File: src/rtl/decoder_scan_ctrl_pkg.sv
// Shared definitions for the decoder scan controller.
//   state_t : scan FSM states
//   NUM_CH  : number of decoder outputs being scanned
//   CH_W    : width of a channel select
package decoder_scan_pkg;

    localparam int unsigned NUM_CH = 8;
    localparam int unsigned CH_W   = 3;

    typedef enum logic [1:0] {
        IDLE   = 2'd0,
        ACTIVE = 2'd1,
        GAP    = 2'd2,
        DONE   = 2'd3
    } state_t;

endpackage

File: src/rtl/decoder_scan_ctrl_if.sv
// Control/status handshake between a scan requester and decoder_scan_ctrl.
//   start, stop        : scan request / abort levels
//   mask, dwell, cont  : scan programming, latched by the controller at start
//   busy, done         : scan in progress / one-cycle completion pulse
// Modports: master drives requests, slave (the controller) drives status.
interface decoder_scan_ctrl_if #(
    parameter int unsigned DWELL_W = 8
);
    logic               start;
    logic               stop;
    logic [7:0]         mask;
    logic [DWELL_W-1:0] dwell;
    logic               cont;
    logic               busy;
    logic               done;

    modport master (
        output start, stop, mask, dwell, cont,
        input  busy, done
    );

    modport slave (
        input  start, stop, mask, dwell, cont,
        output busy, done
    );
endinterface

File: src/rtl/decoder_scan_ctrl_next_chan_find.sv
// Combinational channel search over a channel mask.
//   mask  : set bits are channels taking part in the scan
//   cur   : channel currently selected
//   next  : lowest set bit strictly above cur (valid when found)
//   found : a set bit exists above cur
//   first : lowest set bit of mask (0 when mask is empty)
module next_chan_find
    import decoder_scan_pkg::*;
(
    input  logic [NUM_CH-1:0] mask,
    input  logic [CH_W-1:0]   cur,
    output logic [CH_W-1:0]   next,
    output logic              found,
    output logic [CH_W-1:0]   first
);

    // Walk from the top channel down so the last hit is the lowest index.
    always_comb begin
        next  = '0;
        found = 1'b0;
        first = '0;
        for (int unsigned k = 0; k < NUM_CH; k++) begin
            if (mask[CH_W'(NUM_CH - 1 - k)]) begin
                first = CH_W'(NUM_CH - 1 - k);
                if (CH_W'(NUM_CH - 1 - k) > cur) begin
                    next  = CH_W'(NUM_CH - 1 - k);
                    found = 1'b1;
                end
            end
        end
    end

endmodule

File: src/rtl/decoder_scan_ctrl.sv
// Scan controller driving the select/enable inputs of a 3-to-8 decoder.
// Steps through the channels set in mask, holding e high for max(dwell,1)
// cycles per channel with a one-cycle e-low gap between channels; single
// pass or continuous, abortable with stop.
//   clk, rst_n    : clock, asynchronous active-low reset
//   ctrl (slave)  : start/stop/mask/dwell/cont in, busy/done out
//   s_0..s_2      : decoder channel select, s_0 is the LSB
//   e             : decoder enable
module decoder_scan_ctrl
    import decoder_scan_pkg::*;
#(
    parameter int unsigned DWELL_W = 8
) (
    input  logic                 clk,
    input  logic                 rst_n,
    decoder_scan_ctrl_if.slave   ctrl,
    output logic                 s_0,
    output logic                 s_1,
    output logic                 s_2,
    output logic                 e
);

    state_t             state;
    logic [DWELL_W-1:0] cnt;
    logic [DWELL_W-1:0] dwell_sh;
    logic [NUM_CH-1:0]  mask_sh;
    logic               cont_sh;
    logic               last;
    logic [CH_W-1:0]    sel;
    logic               e_q;
    logic               busy_q;
    logic               done_q;

    logic [NUM_CH-1:0]  find_mask;
    logic [CH_W-1:0]    nxt;
    logic               found;
    logic [CH_W-1:0]    first;

    // One search block serves both decisions: in IDLE it looks at the live
    // mask to pick the starting channel, afterwards at the latched copy.
    assign find_mask = (state == IDLE) ? ctrl.mask : mask_sh;

    next_chan_find u_find (
        .mask  (find_mask),
        .cur   (sel),
        .next  (nxt),
        .found (found),
        .first (first)
    );

    always_ff @(posedge clk or negedge rst_n) begin
        if (!rst_n) begin
            state    <= IDLE;
            cnt      <= '0;
            dwell_sh <= '0;
            mask_sh  <= '0;
            cont_sh  <= 1'b0;
            last     <= 1'b0;
            sel      <= '0;
            e_q      <= 1'b0;
            busy_q   <= 1'b0;
            done_q   <= 1'b0;
        end else begin
            done_q <= 1'b0;
            case (state)
                IDLE: begin
                    if (ctrl.start && !ctrl.stop) begin
                        mask_sh  <= ctrl.mask;
                        dwell_sh <= (ctrl.dwell == '0) ? DWELL_W'(1) : ctrl.dwell;
                        cont_sh  <= ctrl.cont;
                        cnt      <= '0;
                        if (ctrl.mask != '0) begin
                            sel    <= first;
                            e_q    <= 1'b1;
                            busy_q <= 1'b1;
                            state  <= ACTIVE;
                        end else begin
                            done_q <= 1'b1;
                            state  <= DONE;
                        end
                    end
                end

                ACTIVE: begin
                    if (ctrl.stop) begin
                        e_q    <= 1'b0;
                        busy_q <= 1'b0;
                        done_q <= 1'b1;
                        state  <= DONE;
                    end else if (cnt == dwell_sh - DWELL_W'(1)) begin
                        // Select moves on the edge that drops e, so it is
                        // already stable for the whole gap cycle.
                        e_q   <= 1'b0;
                        cnt   <= '0;
                        state <= GAP;
                        if (found) begin
                            sel  <= nxt;
                            last <= 1'b0;
                        end else if (cont_sh) begin
                            sel  <= first;
                            last <= 1'b0;
                        end else begin
                            last <= 1'b1;
                        end
                    end else begin
                        cnt <= cnt + DWELL_W'(1);
                    end
                end

                GAP: begin
                    if (ctrl.stop || last) begin
                        busy_q <= 1'b0;
                        done_q <= 1'b1;
                        state  <= DONE;
                    end else begin
                        e_q   <= 1'b1;
                        state <= ACTIVE;
                    end
                end

                DONE: begin
                    state <= IDLE;
                end

                default: begin
                    state <= IDLE;
                end
            endcase
        end
    end

    assign {s_2, s_1, s_0} = sel;
    assign e               = e_q;
    assign ctrl.busy       = busy_q;
    assign ctrl.done       = done_q;

endmodule

File: src/flat_wrapper.sv
// flat-port wrapper written by rule: the top's interface ports become plain ports
module decoder_scan_ctrl_flat import decoder_scan_pkg::*;
#(
    parameter int unsigned DWELL_W = 8
)
  (clk, rst_n, s_0, s_1, s_2, e, ctrl_start, ctrl_stop, ctrl_mask, ctrl_dwell, ctrl_cont, ctrl_busy, ctrl_done);
  decoder_scan_ctrl_if #(.DWELL_W(DWELL_W)) ctrl_i ();
  input  logic clk;
  input  logic rst_n;
  output logic s_0;
  output logic s_1;
  output logic s_2;
  output logic e;
  input wire logic [$bits(ctrl_i.start)-1:0] ctrl_start;
  input wire logic [$bits(ctrl_i.stop)-1:0] ctrl_stop;
  input wire logic [$bits(ctrl_i.mask)-1:0] ctrl_mask;
  input wire logic [$bits(ctrl_i.dwell)-1:0] ctrl_dwell;
  input wire logic [$bits(ctrl_i.cont)-1:0] ctrl_cont;
  output wire logic [$bits(ctrl_i.busy)-1:0] ctrl_busy;
  output wire logic [$bits(ctrl_i.done)-1:0] ctrl_done;
  assign ctrl_i.start = ctrl_start;
  assign ctrl_i.stop = ctrl_stop;
  assign ctrl_i.mask = ctrl_mask;
  assign ctrl_i.dwell = ctrl_dwell;
  assign ctrl_i.cont = ctrl_cont;
  assign ctrl_busy = ctrl_i.busy;
  assign ctrl_done = ctrl_i.done;
  decoder_scan_ctrl #(.DWELL_W(DWELL_W)) u_core (.clk(clk), .rst_n(rst_n), .ctrl(ctrl_i), .s_0(s_0), .s_1(s_1), .s_2(s_2), .e(e));
endmodule
File: config.mk
export PLATFORM = sky130hd
export DESIGN_NAME = decoder_scan_ctrl_flat
export DESIGN_NICKNAME = d
export VERILOG_FILES = /design/src/rtl/decoder_scan_ctrl_pkg.sv /design/src/rtl/decoder_scan_ctrl_if.sv /design/src/rtl/decoder_scan_ctrl_next_chan_find.sv /design/src/rtl/decoder_scan_ctrl.sv /design/src/flat_wrapper.sv
export SDC_FILE = /design/constraint.sdc
export NUM_CORES = 1
export LEC_CHECK = 0
export BUFFER_PORTS_ARGS = -buffer_cell sky130_fd_sc_hd__buf_2
export CELL_PAD_IN_SITES_DETAIL_PLACEMENT = 1
export CELL_PAD_IN_SITES_GLOBAL_PLACEMENT = 1
export CORE_MARGIN = 10
export CORE_UTILIZATION = 42
export CTS_BUF_LIST = sky130_fd_sc_hd__clkbuf_2
export CTS_CLUSTER_DIAMETER = 40
export CTS_CLUSTER_SIZE = 16
export DETAILED_ROUTE_END_ITERATION = 8
export GPL_TIMING_DRIVEN = 0
export PLACE_DENSITY = 0.89
export SYNTH_ARGS = -nofsm -noshare
export SYNTH_HDL_FRONTEND = slang
export SYNTH_SLANG_ARGS = --single-unit
File: constraint.sdc
create_clock -name clk -period 2.8 [get_ports clk]
set_clock_uncertainty 0.2 [all_clocks]
set_input_delay 0.28 -clock clk [delete_from_list [all_inputs] [get_ports clk]]
set_output_delay 0.28 -clock clk [all_outputs]
set_load 0.03 [all_outputs]
After elaboration in Yosys (flattened, before gate mapping) --
Cells that the tools add are included.
Storage, ports and cells: bits in registers 34, word-level logic and storage cells 124, output and inout bits 6, input bits 21
Cells by class: eq/ne operators 13, bitwise logic cells 1, add/subtract/negate cells 2, reduce and logical (&&, ||, !) cells 15, mux-type cells 75, magnitude comparators 8
Operators by type and width (number):
- 3-bit two-way mux | 30
- 8-bit two-way mux | 5
- 1-bit two-way mux | 29
- 8-bit one-hot mux with 2 select lines | 1
- 3-bit greater-than comparator (first input constant) | 4
- 2-bit two-way mux | 5
- 2-bit != test (second input constant) | 5
- 5-bit AND reduction | 2
- 1-bit one-hot mux with 3 select lines | 3
- 8-bit by 1-bit adder with 8-bit output (second input constant) | 1
- 8-bit equality test | 1
- 8-bit logical NOT | 1
- 2-bit one-hot mux with 4 select lines | 1
- 8-bit nonzero test | 1
- 8-bit by 1-bit subtractor with 8-bit output (second input constant) | 1
- 1-bit by 3-bit greater-than comparator with 1-bit output (first input constant) | 2
- 2-bit by 3-bit greater-than comparator with 1-bit output (first input constant) | 2
- 3-bit one-hot mux with 2 select lines | 1
- 3-bit AND reduction | 2
- 6-bit AND reduction | 1
- 2-bit equality test (second input constant) | 2
- 2-bit by 1-bit != test with 1-bit output (second input constant) | 2
- 2-bit AND reduction | 2
- 3-bit by 1-bit != test with 1-bit output (second input constant) | 1
- other kinds (9) | 9

Logic depth before layout (Yosys ltp) --
Gate-level depths: netlist of the first run.
depth after elaboration 21, depth in mapped cells 10, depth with buffers taken out 9

Modules after synthesis --
Synthesis of the first run repeated with hierarchy kept, for this count alone.
Unflattened totals: cell total of the unflattened synthesis 224, area, all modules 2242.2 um^2
Modules (own cells, without submodules):
- decoder_scan_ctrl | area each 2018.2 um^2, sequential area each 850.8 um^2, cells an instance 186, times used 1
- next_chan_find | area each 224.0 um^2, sequential area each 0.0 um^2, cells an instance 38, times used 1

Worst setup path before layout of the first run --
Ideal clock, no wire load.
path kind register to register, start reg u_core.state[0], end reg u_core.sel[0], setup slack 0.063 ns, buffers on the path 1, library setup time 0.125 ns, data arrival time 2.412 ns, required time 2.475 ns, cell stages (with the launch flop) 11, clock period less this slack 2.737 ns, cell sequence dfrtp_1 inv_1 ha_1 buf_6 mux2_4 a2bb2o_4 or2_4 nor4_4 a211oi_1 o21ai_2 mux2_2
Between the ends: word-level cells in the longest chain between the ends 21, elaborated cells between the ends (all ways) 55, those cells by class 6 x eq/ne; 46 x mux; 3 x reduce/logical
RTL lines:
- start: declaration | RTL line decoder_scan_ctrl.sv:23 | state_t state;
- start signal: assignment | RTL line decoder_scan_ctrl.sv:53 | state <= IDLE;
- start signal: assignment | RTL line decoder_scan_ctrl.sv:76 | state <= ACTIVE;
- start signal: assignment | RTL line decoder_scan_ctrl.sv:79 | state <= DONE;
- 2-bit logical NOT | RTL line decoder_scan_ctrl.sv:41, decoder_scan_ctrl.sv:65
- 8-bit two-way mux | RTL line decoder_scan_ctrl.sv:41 | assign find_mask = (state == IDLE) ? ctrl.mask : mask_sh;
- 3-bit two-way mux / 1-bit two-way mux (equally long branches) | RTL line decoder_scan_ctrl_next_chan_find.sv:23 | if (mask[CH_W'(NUM_CH - 1 - k)]) begin
- 3-bit two-way mux / 1-bit two-way mux (equally long branches) | RTL line decoder_scan_ctrl_next_chan_find.sv:25 | if (CH_W'(NUM_CH - 1 - k) > cur) begin
- 3-bit two-way mux / 1-bit two-way mux (equally long branches) | RTL line decoder_scan_ctrl_next_chan_find.sv:23
- 3-bit two-way mux / 1-bit two-way mux (equally long branches) | RTL line decoder_scan_ctrl_next_chan_find.sv:25
- 3-bit two-way mux / 1-bit two-way mux (equally long branches) | RTL line decoder_scan_ctrl_next_chan_find.sv:23
- 3-bit two-way mux / 1-bit two-way mux (equally long branches) | RTL line decoder_scan_ctrl_next_chan_find.sv:25
- [5 not listed]
- 3-bit two-way mux / 1-bit two-way mux (equally long branches) | RTL line decoder_scan_ctrl_next_chan_find.sv:25
- 3-bit two-way mux / 1-bit two-way mux (equally long branches) | RTL line decoder_scan_ctrl_next_chan_find.sv:23
- 3-bit two-way mux / 1-bit two-way mux (equally long branches) | RTL line decoder_scan_ctrl_next_chan_find.sv:25
- 3-bit two-way mux / 1-bit two-way mux (equally long branches) | RTL line decoder_scan_ctrl_next_chan_find.sv:23
- 3-bit two-way mux | RTL line decoder_scan_ctrl.sv:96 | if (found) begin
- 3-bit two-way mux | RTL line decoder_scan_ctrl.sv:90 | end else if (cnt == dwell_sh - DWELL_W'(1)) begin
- 3-bit two-way mux | RTL line decoder_scan_ctrl.sv:85 | if (ctrl.stop) begin
- 3-bit one-hot mux with 2 select lines | RTL line decoder_scan_ctrl.sv:65 | case (state)
- end signal: assignment | RTL line decoder_scan_ctrl.sv:73 | sel <= first;
- end signal: assignment | RTL line decoder_scan_ctrl.sv:97 | sel <= nxt;
- end signal: assignment | RTL line decoder_scan_ctrl.sv:100 | sel <= first;
- end: declaration | RTL line decoder_scan_ctrl.sv:29 | logic [CH_W-1:0] sel;
Several ways; a longest one is shown, not always the timed one. The select of a mux whose other input is x is not followed. A chain may end at the register's enable or synchronous reset.

Final worst setup path of the first run --
start reg u_core.state[0], end reg u_core.sel[2]
The elaborated chain is that of the path after synthesis.

==> results of run 1 <==
[power groups by stage]
stage | logic, W | registers (W) | clock network, W
floorplan | 0.00121 | 0.000942 | 0
global placement | 0.00156 | 0.000916 | 0
detailed placement | 0.00163 | 0.000929 | 0
CTS | 0.00179 | 0.000906 | 0.000236
global route | 0.00216 | 0.000961 | 0.000255
finish | 0.00197 | 0.000931 | 0.000229
[registers in the layout, summed over array words and instances (netlist names)]
| name | count |
|---|---|
| u_core.sel | 3 |
| u_core.e | 1 |
| u_core.mask_sh | 8 |
| u_core.dwell_sh | 8 |
| u_core.ctrl.busy | 1 |
| u_core.cont_sh | 1 |
| u_core.last | 1 |
| u_core.state | 2 |
| u_core.cnt | 8 |
| u_core.ctrl.done | 1 |
[worst max-delay path, stage by stage, from the launching register on]
cell	delay, ns
dfrtp_2	0.47
inv_2	0.08
ha_4	0.15
clkbuf_4	0.17
mux2i_2	0.27
o22ai_1	0.17
or2_4	0.30
nor4_4	0.30
a211oi_2	0.07
o21ai_2	0.25
mux2_4	0.34
[cell families (layout without fill, tap and decap cells)]
logic type | count (synthesis) | count (layout)
AND/OR/NAND/NOR | 84 | 84
AO/OA/AOI/OAI | 69 | 69
flip-flops | 34 | 34
multiplexers | 29 | 29
buffers and inverters | 23 | 85
XOR/XNOR | 9 | 9
adder cells (fa/ha/maj) | 6 | 6
[how the worst max path moves through the flow]
stage	start	endpoint	cells after the start
after floorplan	u_core.state[0]	u_core.sel[0]	10
after global placement	u_core.state[0]	u_core.sel[0]	10
after detailed placement	u_core.state[0]	u_core.sel[2]	10
after CTS	u_core.state[0]	u_core.sel[2]	10
after global routing	u_core.state[0]	u_core.sel[2]	10
final	u_core.state[0]	u_core.sel[2]	10
[timing repair]
action                                  in CTS  in global routing
hold buffers                                18                  0
endpoints found under the hold margin       51                  0
gates cloned                                 1                  0
endpoints found under the setup margin      19                 22
pin swaps                                    6                  4
resized for setup                            9                 18
setup buffers                                6                  4
[cells in the final DEF, fill, tap and decap left out, types with 3 or more instances in the layout]
cell,Yosys,layout
and3_1,4,4
mux2_2,16,15
ha_1,6,4
inv_1,10,8
a31oi_1,4,4
o21ai_0,11,11
nor3_1,10,10
nand2b_1,8,8
nor2_1,17,17
dlygate4sd3_1,0,18
a21oi_1,19,18
nand2_1,17,17
o31ai_1,6,6
buf_4,0,11
o22ai_1,4,4
buf_2,2,28
mux2i_1,9,4
a21o_1,3,3
nor2b_1,3,3
nand3_1,5,5
clkbuf_1,8,4
a211oi_1,4,3
mux2i_2,0,5
nor4_1,4,4
xnor2_1,7,7
mux2_4,2,5
dfrtp_1,34,32
nand4_1,6,6
clkbuf_2,0,8
[layout make-up]
| class | count | area [um2] |
|---|---|---|
| Multi-Input combinational cell | 197 | 1460 |
| Fill cell | 647 | 2520 |
| Sequential cell | 34 | 853 |
| Tap cell | 72 | 90.1 |
| Buffer | 12 | 73.8 |
| Clock inverter | 2 | 10.0 |
| Clock buffer | 5 | 25.0 |
| Inverter | 11 | 41.3 |
| Timing Repair Buffer | 55 | 393 |
[layer usage]
metal | global-route usage [%] | up-vias | wire, um
li1 | - | 1056 | -
met1 | 18.6 | 1120 | 3140
met2 | 27.6 | 47 | 3610
met3 | 3.25 | 12 | 285
met4 | 5.49 | 0 | 142
met5 | 0 | - | 0
[through the flow]
stage / worst slack [ns] / instances / TNS, ns
2_1_floorplan: 0.0629 / 254 / 0
6_report: -0.0715 / 388 / -0.191
4_1_cts: -0.0121 / 384 / -0.0126
3_3_place_gp: -0.160 / 352 / -0.474
5_1_grt: -0.175 / 388 / -0.597
3_5_place_dp: -0.244 / 352 / -1.08
==> reports/metrics.yaml, run 1 <==
crit_arrival_ns: 2.96
synthMuxAreaShare_pct: 13.7
design_area_um2: 2950
power_switching_w: 0.00145
cts-root-buf: "clkbuf_2"
maxSlewHeadroom_pct: 47.7
yosysUniqueCellTypes: 49
nets: 343
dr.first_iter.drc_count: 103
synth_compound_area_share_pct: 19.6
drv_slew: 0
synth_top_family_by_area: "simple AND/OR/NAND/NOR gates"
hold_path_end: "u_core.last"
antenna_left: 0
dp_hpwl_um: 4770
finalSetupViolCount: 3
finalCritPeriodShare_pct: 103
hold_start: "ctrl_stop"
core_area_um2: 5470
synth.area.top_cells: "dfrtp_1, mux2_2, a21oi_1"
total_power_w: 0.00313
period_needed_ns: 2.87
grt_overflow: 0
synth-xor-area-share_pct: 3.35
synth.avg_cell_area_um2: 9.28
portBuffers: 26
violations: "negative setup slack"
p_int_w: 0.00167
dr.pass1.iters: 4
yosysWarnings: 0
synthFlopType: "dfrtp_1"
hold_path_depth: 3
status: "finished, violations left"
pin_count: 27
fin_hold_ws_ns: 0.0782
synth_adder_area_share_pct: 3.19
die_w_um: 94.9
syn_nets: 281
critical_path_required_ns: 2.88
synth-edff-count: 0
yosys.area.top_type: "dfrtp_1"
fp.dieArea_um2: 9010
crit_fanout: 4
startpoint_type: "flop"
synth.top_cell.area_share_pct: 36.1
p_seq_share_pct: 29.8
hold_violations: 0
final_util_pct: 53.9
synth-seq-cells: 34
htreeDepth: 2
cap_viol_max_count: 0
grt_pass1_vias: 2365
yosysMostFrequentCell: "dfrtp_1"
vias: 2235
drc: 0
clock-sinks: 34
path_class: "flop to flop"
switching_share_pct: 46.5
cts_buffers: 5
drive_gt1_share_pct: 29.7
cts_tree: "yes"
power.density_nw_per_um2: 1060
detailed_place.area_um2: 2580
initial_core_util_pct: 43.0
reg2reg_slack_ns: -0.07
rows: 27
grt_max_degree: 35
r2r.worst_path.cells: 10
synth_common_cells: "dfrtp_1, a21oi_1, nand2_1, nor2_1, mux2_2"
fmaxAchievable_mhz: 348
viasPerCell: 5.76
insertion_delay_ns: 0.38
worstMarginPinSlew_ns: 0.785
synthArstFlopShare_pct: 100
power.share.clock_pct: 7.3
ys_seq_area_share_pct: 36.1
detail_route.wl_per_cell_um: 18.5
hold_path_class: "primary input to flop"
netlist_area_um2: 2360
gr-usage-all-layers_pct: 15.8
p_leak_nw: 1.24
setup_ws_ns: -0.0715
syn_inst: 254
die_height_um: 94.9
combPwrFrac_pct: 62.9
synthToLayoutAreaGrowth_pct: 25.1
clk_pin_slew_ns: 0.19
reg2reg_to: "u_core.sel[2]"
ir_worst_vdd_mv: 0.547
synth_simple_gate_area_share_pct: 19.6
r2r-start: "u_core.state[0]"
rsz0062_at_grt: "true"
cts_buffer_depth: 2
diodes: 0
place_congestion: 0.822
cp-end-kind: "flop"
antenna_found_initial: 0
grt_pass1_wl_um: 11400
routed_wl_um: 7180
(Power assumes the default switching activity.)
==> run 2, diff against run 1 <==
--- a/config.mk
+++ b/config.mk
@@ -9,13 +9,13 @@
 export CELL_PAD_IN_SITES_DETAIL_PLACEMENT = 1
 export CELL_PAD_IN_SITES_GLOBAL_PLACEMENT = 1
 export CORE_MARGIN = 10
-export CORE_UTILIZATION = 42
+export CORE_UTILIZATION = 47
 export CTS_BUF_LIST = sky130_fd_sc_hd__clkbuf_2
 export CTS_CLUSTER_DIAMETER = 40
 export CTS_CLUSTER_SIZE = 16
 export DETAILED_ROUTE_END_ITERATION = 8
 export GPL_TIMING_DRIVEN = 0
-export PLACE_DENSITY = 0.89
+export PLACE_DENSITY = 0.94
 export SYNTH_ARGS = -nofsm -noshare
 export SYNTH_HDL_FRONTEND = slang
 export SYNTH_SLANG_ARGS = --single-unit
==> constraint.sdc (replaced) <==
create_clock -name clk -period 3.3 [get_ports clk]
set_clock_uncertainty 0.2 [all_clocks]
set_input_delay 0.33 -clock clk [delete_from_list [all_inputs] [get_ports clk]]
set_output_delay 0.33 -clock clk [all_outputs]
set_load 0.03 [all_outputs]
==> run 2 against run 1 <==
The flow now finishes without violations. Sequential power decreased by 14%. Clock power down 8.7%. Largest cell class unchanged. Core utilization increased by 3.8 points. Critical endpoint is now u_core.sel[0]. Setup slack better by 0.30 ns. First-iteration DRC count up 53%. Final cell count is 4.6% lower. Sequential share of layout area increased by 1.9 points. Largest power group unchanged. Power fell by 20%.
==> reports/metrics.yaml, run 2 (same netlist as run 1, synthesis figures left out) <==
grt_overflow: 0  # unchanged
pin_count: 27  # unchanged
crit_fanout: 9  # +5
place_ws_ns: 0.308  # +0.552 ns
total_power_w: 0.00250  # -20%
status: "completed"
maxSlewHeadroom_pct: 48.5  # +0.81 points
antenna_found_initial: 0  # unchanged
worstMarginPinSlew_ns: 0.773  # -0.0121 ns
layout_commonest_cell: "dfrtp_1"
cts_tree: "yes"
antenna_left: 0  # unchanged
finalSetupViolCount: 0  # -3
place_congestion: 0.818  # -0.45%
fmaxAchievable_mhz: 325  # -6.7%
crit_arrival_ns: 3.17  # +0.21 ns
cts_buffer_depth: 2  # unchanged
final_util_pct: 57.6  # +3.8 points
finalSetupTns_ns: 0  # +0.191 ns
detail_route.wl_per_cell_um: 20.5  # +11%
insertion_delay_ns: 0.42  # +0.04 ns
p_seq_share_pct: 32.2  # +2.4 points
rsz0062_at_grt: "false"
finalCritPeriodShare_pct: 93.2  # -9.3 points
p_int_w: 0.00127  # -24%
cp-end-kind: "flop"
power.share.clock_pct: 8.4  # +1.1 points
drc: 0  # unchanged
startpoint_type: "flop"
fillers: 547  # -15%
synthToLayoutAreaGrowth_pct: 17.1
cts_buffers: 5  # unchanged
core_area_um2: 4790  # -13%
hold_violations: 0  # unchanged
power.density_nw_per_um2: 906  # -15%
clock-sinks: 34  # unchanged
vias: 2224  # -0.49%
grt_max_degree: 35  # unchanged
grt_pass1_wl_um: 12800  # +12%
nets: 329  # -4.1%
cts_resized: 0  # -9
ir_worst_vdd_mv: 0.440  # -20%
combPwrFrac_pct: 59.5  # -3.4 points
p_leak_nw: 1.16  # -6.7%
dp_hpwl_um: 4780  # about the same
period_needed_ns: 3.08  # +0.205 ns
reg2reg_slack_ns: 0.22  # +0.30 ns
setup_ws_ns: 0.224  # +0.295 ns
gr-usage-all-layers_pct: 18.9  # +3.1 points
die_w_um: 90.8  # -4.3%
path_class: "flop to flop"
critical_path_required_ns: 3.39  # +0.51 ns
drive_gt1_share_pct: 20.8  # -9.0 points
drv_slew: 0  # unchanged
viasPerCell: 6.01  # +4.3%
fp.dieArea_um2: 8240  # -8.4%
initial_core_util_pct: 49.2  # +6.2 points
dr.pass1.iters: 4  # unchanged
hold_path_class: "primary input to flop"
diodes: 0  # unchanged
rows: 25  # -7.4%
grt_pass1_vias: 2396  # +1.3%
die_height_um: 90.8  # -4.3%
cts-root-buf: "clkbuf_2"
power_switching_w: 0.00123  # -15%
dr.first_iter.drc_count: 158  # +53%
htreeDepth: 2  # unchanged
reg_top3: "u_core.cnt (8), u_core.dwell_sh (8), u_core.mask_sh (8)"
clk_pin_slew_ns: 0.20  # about the same
routed_wl_um: 7600  # +5.8%
portBuffers: 26  # unchanged
switching_share_pct: 49.2  # +2.8 points
cap_viol_max_count: 0  # unchanged
layout_common_cells: "dfrtp_1, buf_2, a21oi_1"
[run 2: cell count changes in the layout (fill, tap and decap cells not counted), sizes merged]
cell	change
clkbuf	+1
dlygate4sd3	-3
buf	-11
[run 2: stage by stage]
stage	std cells	instance area (um2)	hold WS (ns)
floorplan	254	2360	-0.166
global placement	347	2570	0.247
detailed placement	347	2570	0.254
CTS	370	2760	0.000537
global route	370	2760	0.0139
finish	370	2760	0.0336
[run 2: critical path, cell delays in order, from the launching register on]
cell and delay (ns):
dfrtp_1 0.49, inv_1 0.13, ha_1 0.18, buf_6 0.16, mux2i_1 0.31, a2bb2o_4 0.24
or2_4 0.27, nor4_4 0.31, a211oi_1 0.09, o21ai_2 0.21, mux2_2 0.37
[run 2: power groups by stage]
stage | logic [W] | clock network (W) | registers [W]
after floorplan | 0.00103 | 0 | 0.000799
after global placement | 0.00132 | 0 | 0.000777
after detailed placement | 0.00139 | 0 | 0.000791
after CTS | 0.00141 | 0.000210 | 0.000782
after global routing | 0.00162 | 0.000227 | 0.000831
final | 0.00149 | 0.000209 | 0.000804
[run 2: area by class of cell]
type | instances | area [um2] | area share, %
timing repair buffer | 41 | 280 | 10.2
multi-input combinational | 197 | 1400 | 50.8
inverter | 11 | 41.3 | 1.50
buffer | 12 | 62.6 | 2.27
clock buffer | 6 | 30.0 | 1.09
sequential | 34 | 851 | 30.8
clock inverter | 2 | 8.76 | 0.317
tap | 67 | 83.8 | 3.04
[run 2: routing by layer]
layer	track usage [%]	vias to the layer above	wire (um)
met4	8.36	0	140
met1	23.7	1108	3390
met5	0	-	0
met2	30.8	68	3700
met3	3.33	14	373
li1	-	1034	-
[run 2: final timing paths]
| kind | startpoint | end | cells past startpoint |
|---|---|---|---|
| setup / recovery | u_core.state[0] | u_core.sel[0] | 10 |
| hold / removal | ctrl_mask[7] | u_core.mask_sh[7] | 2 |
| setup reg to reg | u_core.state[0] | u_core.sel[0] | 10 |
| hold reg to reg | u_core.ctrl.busy | u_core.ctrl.busy | 2 |
| max in group asynchronous | rst_n | u_core.state[1] | 2 |
| min in group asynchronous | rst_n | u_core.mask_sh[1] | 2 |
[run 2: repair_timing]
action                                  4_1_cts  5_1_grt
setup buffers                                 0        0
endpoints found under the setup margin        0        0
hold endpoints to repair                     48        0
hold buffers                                 15        0
